`src/rtl/logic_unit_pipe.sv`:
```
// Pipelined paired bitwise logic unit with accumulator chaining and a DEPTH-entry result FIFO.
// Define LOGIC_UNIT_PIPE_FLAGS_EN to add per-entry zero/all-ones flags on the head (out_zero, out_ones).
module logic_unit_pipe #(
  parameter int WIDTH = 16,
  parameter int DEPTH = 4
) (
  input  logic                 clk,
  input  logic                 rst_n,
  input  logic                 in_valid,
  output logic                 in_ready,
  input  logic [2*WIDTH-1:0]   logic_in,
  input  logic [1:0]           logic_lines,
  input  logic                 chain,
  output logic                 out_valid,
  input  logic                 out_ready,
  output logic [2*WIDTH-1:0]   logic_out,
`ifdef LOGIC_UNIT_PIPE_FLAGS_EN
  output logic                 out_zero,
  output logic                 out_ones,
`endif
  output logic [15:0]          op_count
);

  localparam int AW = $clog2(DEPTH);
  localparam logic [AW:0] FULL_CNT = (AW+1)'(DEPTH);

  logic [2*WIDTH-1:0] mem [DEPTH];
  logic [AW-1:0]      wr_ptr, rd_ptr;
  logic [AW:0]        count;
  logic [WIDTH-1:0]   acc;
  logic [WIDTH-1:0]   op1, op2, primary, secondary;
  logic               push, pop;

  assign in_ready  = (count != FULL_CNT);
  assign out_valid = (count != '0);
  assign push      = in_valid && in_ready;
  assign pop       = out_valid && out_ready;
  assign logic_out = mem[rd_ptr];

  assign op1 = logic_in[2*WIDTH-1:WIDTH];
  assign op2 = chain ? acc : logic_in[WIDTH-1:0];

  always_comb begin
    primary   = '0;
    secondary = '0;
    case (logic_lines)
      2'd0: begin primary = op1 & op2; secondary = ~(op1 & op2); end
      2'd1: begin primary = op1 | op2; secondary = ~(op1 | op2); end
      2'd2: begin primary = op1 ^ op2; secondary = ~(op1 ^ op2); end
      default: begin primary = ~op1; secondary = ~op2; end
    endcase
  end

  always_ff @(posedge clk) begin
    if (!rst_n) begin
      wr_ptr   <= '0;
      rd_ptr   <= '0;
      count    <= '0;
      acc      <= '0;
      op_count <= '0;
      for (int i = 0; i < DEPTH; i++) mem[i] <= '0;
    end else begin
      if (push) begin
        mem[wr_ptr] <= {primary, secondary};
        wr_ptr      <= wr_ptr + 1'b1;
        acc         <= primary;
        op_count    <= op_count + 16'd1;
      end
      if (pop) rd_ptr <= rd_ptr + 1'b1;
      case ({push, pop})
        2'b10:   count <= count + 1'b1;
        2'b01:   count <= count - 1'b1;
        default: count <= count;
      endcase
    end
  end

`ifdef LOGIC_UNIT_PIPE_FLAGS_EN
  // Flags are computed at accept and stored alongside the entry they describe.
  logic [1:0] flag_mem [DEPTH];

  assign out_zero = flag_mem[rd_ptr][1];
  assign out_ones = flag_mem[rd_ptr][0];

  always_ff @(posedge clk) begin
    if (!rst_n) begin
      for (int i = 0; i < DEPTH; i++) flag_mem[i] <= '0;
    end else if (push) begin
      flag_mem[wr_ptr] <= {(primary == '0), (&primary)};
    end
  end
`endif

endmodule

```
`config.mk`:
```
export PLATFORM = sky130hd
export DESIGN_NAME = logic_unit_pipe
export DESIGN_NICKNAME = d
export VERILOG_FILES = /design/src/rtl/logic_unit_pipe.sv
export SDC_FILE = /design/constraint.sdc
export NUM_CORES = 1
export LEC_CHECK = 0
export ABC_CLOCK_PERIOD_IN_PS = 9350
export BUFFER_PORTS_ARGS = -buffer_cell sky130_fd_sc_hd__buf_2
export CORE_AREA = 3 3 159 161
export CTS_BUF_LIST = sky130_fd_sc_hd__clkbuf_4
export DETAILED_ROUTE_END_ITERATION = 16
export DIE_AREA = 0 0 162 164
export HOLD_SLACK_MARGIN = 0.05
export PLACE_DENSITY = 0.51
export SYNTH_ARGS = -nofsm -noshare
export SYNTH_HDL_FRONTEND = slang
export SYNTH_SLANG_ARGS = --single-unit
```
`constraint.sdc`:
```
create_clock -name clk -period 9.35 [get_ports clk]
set_input_delay 1.4025 -clock clk [delete_from_list [all_inputs] [get_ports clk]]
set_output_delay 1.4025 -clock clk [all_outputs]
set_load 0.05 [all_outputs]
```
==> results.md <==
* Outcome: complete, no violations
* Comb pwr share at 0.326
* Int Pwr at 1.24 mW
* Worst EP arrival at 2.37 ns
* # setup viols final at 0
* RD Place Congestion at 0.725
* Die area at 26,600 um2
* Synth warn at 0
* DIE WIDTH at 162 um
* Dpl cells at 1,097
* Max clock buf depth at 2
* Synth Instances at 715
* Gr usage total at 0.147
* Sequential fraction of the synthesis area at 0.557
* Power per Cell Area at 214 nW/um2
* Avg WL per Cell at 16.6 um
* CP max FO at 32
* RR Startpoint: count[0]
* Fmax at 265 MHz
* H-tree levels at 4
* Global-route wire length before repair at 30,100 um
* Number of synthesized flops with an enable pin at 128
* Clock power share at 0.225
* Area post-placement at 9130 um2
* Slew at the pin closest to its max-slew limit at 0.941 ns
* Grt ovf at 0
* Setup crit start kind: flip-flop
* # nets final at 866
* CTS hold repair buffers at 0
* Reg clk slew, reported paths at 0.16 ns
* WP data required at 7.95 ns
* Initial antenna violation count at 1
* Max VDD drop at 0.132 mV
* Area of the core at 24,100 um2
* Post-DRT Antenna Nets at 0
* DP HPWL at 11,900 um
* Worst hold-check path type: flip-flop to flip-flop
* Clock tree root driver cell: clkbuf_4
* Switching Fraction at 0.386
* Post-route cell area at 9450 um2
* CP Capture Type: output pin
* Setup TNS at 0 ns
* HP Start: acc[9]
* I/O Pins at 89
* Slew HR at 0.369
* WL final at 18,700 um
* Port bufs at 88
* Overall power at 2.02 mW
* Sw Pwr at 0.781 mW
* CTS tree: yes
* Starting Density at 0.347
* Syn avg cell area at 11.7 um2
* Flop pwr share at 0.449
* Leakage at 4.16 nW
* Drt first pass iters at 4
* Period Utilization, post-route at 0.403
* Via density at 4.70
* Max Slew Vio Count at 0
* Asr flop ratio synth at 0
* Area growth from synthesis to layout at 12.9%
* Final Instance Count excl. Fillers at 1,130
* Final hold viol count at 0
* Mapped Nets at 789
* Synthesis-stage register bit count at 169
* Routed vias at 5,307
* Tmin final at 3.77 ns
* Fillers at 2,404
* Synthesized area at 8370 um2
* RSZ-0062 raised after global routing: false
* Number of cells upsized or downsized after cts at 0
* Largest net degree at the start of global routing at 65
* Row cnt at 57
* Vias in the first global route at 5,416
* Setup CP Type: flip-flop to output pin
* Layout cells sized above 1 at 0.212
* Max_cap viols at 0
* Synth cell types at 44
* Top FF cell, synth: edfxtp_1
* Starting DRT DRC Count at 297
* CTS buffer count at 17
* Post-CTS setup buffers at 0
* Chip Height at 164 um
* Clock skew at 0.0217 ns
* Clock Latency Late Sink at 0.56 ns
* Number of remaining DRC errors at 0
* # clock sinks at 169
-- cell type report --
class	count	area [um2]	share of cell area
clock buffers	17	128	0.0135
repair buffers	99	523	0.0553
well taps	324	405	0.0429
inverters	69	259	0.0274
multi-input cells	436	3270	0.346
diodes	1	2.50	0.000265
flip-flops and latches	169	4670	0.494
clock inverters	15	195	0.0206
-- cell usage after synthesis, types with 15 or more instances --
master,count,area share
a311o_1,15,0.018
and2_1,15,0.011
and3_1,16,0.012
buf_2,21,0.013
clkbuf_1,16,0.0072
dfxtp_1,41,0.098
edfxtp_1,128,0.46
ha_1,34,0.051
inv_1,68,0.030
mux2i_1,35,0.042
mux4_2,32,0.086
nand2_1,76,0.034
nand2b_1,19,0.014
nor2_1,115,0.052
o21bai_1,15,0.013
-- worst max-delay path, cell delays in order (launching register included) --
cell,delay (ns)
dfxtp_2,0.35
buf_4,0.55
mux4_2,0.66
buf_2,0.24
-- metal layers --
metal	part of all wire	wire length, um	track usage
met5	0	0	0
met4	0.017	316	0.0380
met3	0.046	870	0.0386
met2	0.47	8740	0.237
met1	0.47	8790	0.199
-- cell usage in the layout (no fill, tap or decap), types with 3 or more instances in the layout --
| cell | count |
|---|---|
| a311o_1 | 15 |
| and2_1 | 15 |
| and3_1 | 16 |
| buf_2 | 88 |
| buf_4 | 11 |
| clkbuf_4 | 17 |
| clkinv_8 | 4 |
| dfxtp_1 | 40 |
| edfxtp_1 | 128 |
| ha_1 | 34 |
| inv_1 | 68 |
| inv_6 | 4 |
| inv_8 | 5 |
| mux2i_1 | 35 |
| mux4_2 | 32 |
| nand2_1 | 76 |
| nand2b_1 | 19 |
| nand3_1 | 11 |
| nand4_1 | 3 |
| nor2_1 | 115 |
| nor4_1 | 4 |
| o21bai_1 | 15 |
| or3_1 | 5 |
| xnor2_1 | 10 |
| xor2_1 | 5 |
-- cells by family after synthesis --
family,after synthesis,synth area share
and+or+nand+nor,273,0.147
DFF,169,0.557
buffers and inverters,110,0.0531
muxes,69,0.131
AOI/OAI and AO/OA,44,0.0436
adders and majority gates,35,0.0532
xor gates and xnor gates,15,0.0157
-- power by group through the flow --
stage / clock [mW] / combinational, mW / sequential, mW
CTS: 0.471 / 0.677 / 0.910
detailed placement: 0 / 0.675 / 0.928
global route: 0.504 / 0.716 / 0.917
finish: 0.456 / 0.660 / 0.909
global placement: 0 / 0.671 / 0.927
floorplan: 0 / 0.508 / 0.926
-- worst paths after layout --
check             slack, ns             to  cells after the start
hold / removal         0.45         acc[9]                      2
setup / recovery       5.58  logic_out[30]                      3
hold reg to reg        0.45         acc[9]                      2
setup reg to reg       6.78     mem[1][15]                      7
-- state kept, by name, indices dropped and copies added (netlist names), named ones only --
signal / count
mem: 128
acc: 16
op_count: 16
count: 3
rd_ptr: 2
wr_ptr: 2
-- stage by stage --
step	util	hold WS (ns)	setup slack (ns)
floorplan	-	0.422	4.91
global placement	0.379	0.430	5.77
detailed placement	0.379	0.435	5.73
CTS	0.392	0.457	5.46
global route	0.392	0.482	5.37
finish	0.392	0.452	5.58
(Power assumes the default switching activity.)
